## src/rtl/regfile_mp.sv

```systemverilog
// Multi-port integer register file with a per-register pending-write scoreboard.
// Combinational reads with optional same-cycle write bypass; synchronous writes.
module regfile_mp #(
  parameter int  DATA_W  = 32,
  parameter int  NREG    = 32,
  parameter int  NRD     = 2,
  parameter int  NWR     = 2,
  parameter bit  BYPASS  = 1'b1,
  parameter bit  ZERO_R0 = 1'b1,
  localparam int AW      = $clog2(NREG)
) (
  input  logic                  clk,
  input  logic                  resetn,
  input  logic [NRD*AW-1:0]     raddr,
  output logic [NRD*DATA_W-1:0] rdata,
  output logic [NRD-1:0]        rbusy,
  input  logic [NWR-1:0]        we,
  input  logic [NWR*AW-1:0]     waddr,
  input  logic [NWR*DATA_W-1:0] wdata,
  input  logic [NWR-1:0]        set_en,
  input  logic [NWR*AW-1:0]     set_addr,
  input  logic                  flush
);

  logic [DATA_W-1:0] rf [NREG];
  logic [NREG-1:0]   sb;
  logic [NREG-1:0]   sb_next;

  // Ascending port order makes the younger (higher-index) write the last NBA, so it wins.
  always_ff @(posedge clk) begin
    if (!resetn) begin
      rf <= '{default: '0};
      sb <= '0;
    end else begin
      for (int unsigned j = 0; j < NWR; j++) begin
        if (we[j] && !(ZERO_R0 && waddr[j*AW +: AW] == '0))
          rf[waddr[j*AW +: AW]] <= wdata[j*DATA_W +: DATA_W];
      end
      sb <= sb_next;
    end
  end

  // Clears first, then sets over them, then flush over everything: flush > set > clear > hold.
  always_comb begin
    sb_next = sb;
    for (int unsigned j = 0; j < NWR; j++) begin
      if (we[j])
        sb_next[waddr[j*AW +: AW]] = 1'b0;
    end
    for (int unsigned j = 0; j < NWR; j++) begin
      if (set_en[j])
        sb_next[set_addr[j*AW +: AW]] = 1'b1;
    end
    if (flush)
      sb_next = '0;
    if (ZERO_R0)
      sb_next[0] = 1'b0;
  end

  always_comb begin
    rdata = '0;
    rbusy = '0;
    for (int unsigned i = 0; i < NRD; i++) begin
      rdata[i*DATA_W +: DATA_W] = rf[raddr[i*AW +: AW]];
      rbusy[i]                  = sb[raddr[i*AW +: AW]];
      if (BYPASS) begin
        for (int unsigned j = 0; j < NWR; j++) begin
          if (we[j] && waddr[j*AW +: AW] == raddr[i*AW +: AW]) begin
            rdata[i*DATA_W +: DATA_W] = wdata[j*DATA_W +: DATA_W];
            rbusy[i]                  = 1'b0;
          end
        end
        if (flush)
          rbusy[i] = 1'b0;
      end
      if (ZERO_R0 && raddr[i*AW +: AW] == '0) begin
        rdata[i*DATA_W +: DATA_W] = '0;
        rbusy[i]                  = 1'b0;
      end
    end
  end

endmodule

```

## config.mk

```make
export PLATFORM = sky130hd
export DESIGN_NAME = regfile_mp
export DESIGN_NICKNAME = d
export VERILOG_FILES = /design/src/rtl/regfile_mp.sv
export SDC_FILE = /design/constraint.sdc
export NUM_CORES = 2
export LEC_CHECK = 0
export CAP_MARGIN = 20
export CORE_MARGIN = 2
export CORE_UTILIZATION = 40
export DETAILED_ROUTE_END_ITERATION = 6
export SYNTH_ARGS = -nofsm -noshare
export SYNTH_HDL_FRONTEND = slang
export SYNTH_SLANG_ARGS = --single-unit
```

## constraint.sdc

```tcl
create_clock -name clk -period 3.2 [get_ports clk]
set_clock_uncertainty 0.1 [all_clocks]
set_input_delay 0.48 -clock clk [delete_from_list [all_inputs] [get_ports clk]]
set_output_delay 0.48 -clock clk [all_outputs]
set_load 0.02 [all_outputs]
```

==> flow_summary_export.csv <==
group,metric,value,unit
sta,worst_slack,-0.160,ns
logic_synthesis,synth_top_area_share,32.9,%
place,pre_cts_ws,-1.28,ns
detailed_routing,drt-total-wl,349000,µm
worst_setup_path,end_kind,"output port",
clock_network,cts_sinks,1055,
place,portBuffers,166,
sta,hold_viol_final,0,
worst_setup_path,crit_type,"in2out",
sta,rsz0062_at_grt,"true",
logic_synthesis,synthArstFlopShare,0,%
global_routing,grt_pass1_vias,61800,
worst_setup_path,crit_family,"multiplexers",
floorplanning,die_area,164000,µm²
logic_synthesis,synthTopCellsByArea,"dfxtp_1 33%, mux4_2 21%, mux2i_1 8.5%",
logic_synthesis,ys_ff_latch,1055,
floorplanning,core,160000,µm²
sta,max_freq,0.298,GHz
global_routing,grt_overflow,0,
global_routing,grt_max_degree,86,
clock_network,numCtsBuffers,119,
worst_setup_path,crit_path_start_kind,"primary input",
detailed_routing,vias,66300,
layout,drive_gt1_share,30.9,%
global_routing,grt_pass1_wl,481000,µm
worst_setup_path,path_buf_inv,6,
worst_setup_path,critical_path.max_fanout,8,
floorplanning,num_rows,147,
worst_setup_path,crit_required,2.62,ns
logic_synthesis,synth_edf_count,0,
logic_synthesis,ys_seq_area_share,32.9,%
logic_synthesis,synth_ff_type,"dfxtp_1",
sta,layout_min_cycle_time,3.36,ns
place,dpl.hpwl,222000,µm
detailed_routing,drt-wirelength-per-cell,38.9,µm
worst_hold_path,hp-start,"resetn",
clock_network,clock_path_buffers,3,
sta,slew_violations,0,
logic_synthesis,syn_area_per_cell,9.77,µm²
worst_setup_path,r2r-start,"rf[342]",
floorplanning,die_h,405,µm
floorplanning,initial_core_util,40.2,%
status,violations,"DRC, setup timing",
detailed_routing,drtIter0Drc,11900,
worst_setup_path,worstPathArrival,2.78,ns
global_routing,gr-usage-all-layers,41.2,%
clock_network,clk-insertion-delay-late,0.80,ns
sta,finalCritPeriodShare,105,%
detailed_routing,firstDrtPassIters,7,
detailed_routing,via_per_inst,7.40,
worst_setup_path,cp_common_cell,"buf_16",
logic_synthesis,yosys.cell_count.top_type,"nor2_1",
sta,final.setup.tns,-2.93,ns
worst_setup_path,max_stage_delay,0.51,ns
place,globalplace.congestion,1.02,
global_routing,antenna_found_initial,19,
sta,tightestPinTransition,0.954,ns
floorplanning,num_io_pins,167,
flow_run,maxCapViolCount,0,
logic_synthesis,synth_warnings,0,
detailed_routing,drc,8,
layout,nets,6866,
sta,relSlewSlack,36.4,%
worst_setup_path,cp_slowest_cell,"mux4_2",
clock_network,htreeDepth,3,
clock_network,root_buffer,"clkbuf_16",
power_and_ir_drop,ir_drop,0.502,mV
power_and_ir_drop,p_leak,30.9,nW
worst_setup_path,cp_cell_sequence,"buf_16 > buf_12 > buf_16 > buf_16 > buf_6 > mux4_2 > mux4_2 > nor2_4 > o221ai_4 > buf_6",
floorplanning,die_x,405,µm
logic_synthesis,synth_area,64300,µm²
worst_setup_path,crit_path_start,"raddr[5]",
logic_synthesis,synth_nets,6677,
clock_network,clk_pin_slew,0.06,ns
logic_synthesis,synth_commonest_cells,"1057 x nor2_1, 1055 x dfxtp_1, 663 x clkbuf_1",
logic_synthesis,yosys.area.top_type,"dfxtp_1",
clock_network,cts_tree,"yes",
worst_hold_path,hp-class,"in2reg",
logic_synthesis,syn_inst,6576,
layout,areaGrowthSynthToFinish,26.4,%
power_and_ir_drop,powerDensity,410,nW/µm²
status,outcome,"complete, but fails checks",
logic_synthesis,yosysUniqueCellTypes,58,
detailed_routing,final_antenna_net_count,0,
sta,setup_viol,43,
==> flip-flops by register name (all words and copies together), names as in the netlist <==
signal,count
rf,1024
sb,31
==> worst min-delay path: cells and delay by family <==
family          cells  cell delay, ns
buf+inv             2            0.30
compound gates      1            0.13
==> layout make-up <==
| type | instances | area [µm²] |
|---|---|---|
| clock inverter | 36 | 387 |
| inverter | 40 | 158 |
| multi-input combinational | 4544 | 41400 |
| fill | 14100 | 78800 |
| clock buffer | 176 | 3480 |
| timing repair buffer | 1005 | 11900 |
| sequential | 1055 | 21200 |
| tap | 2086 | 2610 |
| antenna | 12 | 30.0 |
==> stage by stage <==
stage / std cells / hold slack [ns] / utilization, % / instance area (µm²) / power (mW)
4_1_cts: 8904 / 0.0638 / 50.1 / 80100 / 32.8
6_report: 8954 / 0.0730 / 50.7 / 81200 / 33.3
2_1_floorplan: 6576 / 0.343 / - / 64300 / 16.3
3_3_place_gp: 8622 / 0.355 / 45.7 / 73200 / 18.5
3_5_place_dp: 8622 / 0.366 / 45.7 / 73200 / 18.5
5_1_grt: 8942 / 0.0938 / 50.7 / 81200 / 33.7
==> worst paths after layout <==
check         endpoint  slack (ns)  depth (start not counted)
min            rf[402]        0.07                          3
min reg2reg    rf[996]        0.39                          1
max          rdata[48]       -0.16                         10
max reg2reg    rf[342]        2.11                          3
==> power by group <==
| group | total (mW) | switching, mW | internal, mW |
|---|---|---|---|
| Sequential | 13.6 | 0.206 | 13.4 |
| Clock | 14.1 | 6.36 | 7.76 |
| Combinational | 5.54 | 3.32 | 2.23 |
==> layer usage <==
layer  up-vias  wire, µm  global-route usage (%)  share of wire, %
li1      25700         -                       -                 -
met4        22     30000                    29.3               8.6
met5         -       174                   0.297             0.050
met3      1657     57600                    18.0                17
met2      6456    137000                    55.6                39
met1     32500    124000                    52.2                36
==> cells by family (layout without fill, tap and decap cells) <==
group / count (synthesis) / in the layout / synth area share (%)
AO/OA/AOI/OAI: 1387 / 1387 / 17.3
XOR/XNOR: 20 / 20 / 0.273
buffers and inverters: 977 / 1257 / 6.23
flip-flops: 1055 / 1055 / 32.9
multiplexers: 1196 / 1196 / 30.3
other: 0 / 12 / 0
AND/OR/NAND/NOR: 1941 / 1941 / 13.1
==> cells in the final DEF, fill, tap and decap left out, types with 30 or more instances in the layout <==
| master | n |
|---|---|
| a211oi_1 | 542 |
| dfxtp_2 | 55 |
| a221oi_1 | 234 |
| clkbuf_16 | 125 |
| clkdlybuf4s50_1 | 78 |
| nor2_1 | 988 |
| buf_12 | 230 |
| a21oi_1 | 40 |
| o22ai_1 | 39 |
| nand3_1 | 112 |
| inv_1 | 36 |
| and2_1 | 61 |
| mux2i_1 | 528 |
| mux4_2 | 593 |
| nor2_4 | 43 |
| o211a_1 | 94 |
| o211ai_1 | 95 |
| nand2_1 | 253 |
| buf_6 | 100 |
| clkbuf_8 | 30 |
| buf_4 | 524 |
| dfxtp_1 | 999 |
| a311oi_1 | 113 |
| a32oi_1 | 66 |
| mux2_2 | 40 |
| nor3_1 | 268 |
==> repair_timing <==
item,in CTS,in global routing
hold buffers,0,0
endpoints found under the setup margin,66,62
hold endpoints to repair,0,0
gates resized for setup,502,183
cloned,18,7
setup buffers,74,51
pin swaps,70,79
No activity file was read; power rests on OpenSTA's default activity.
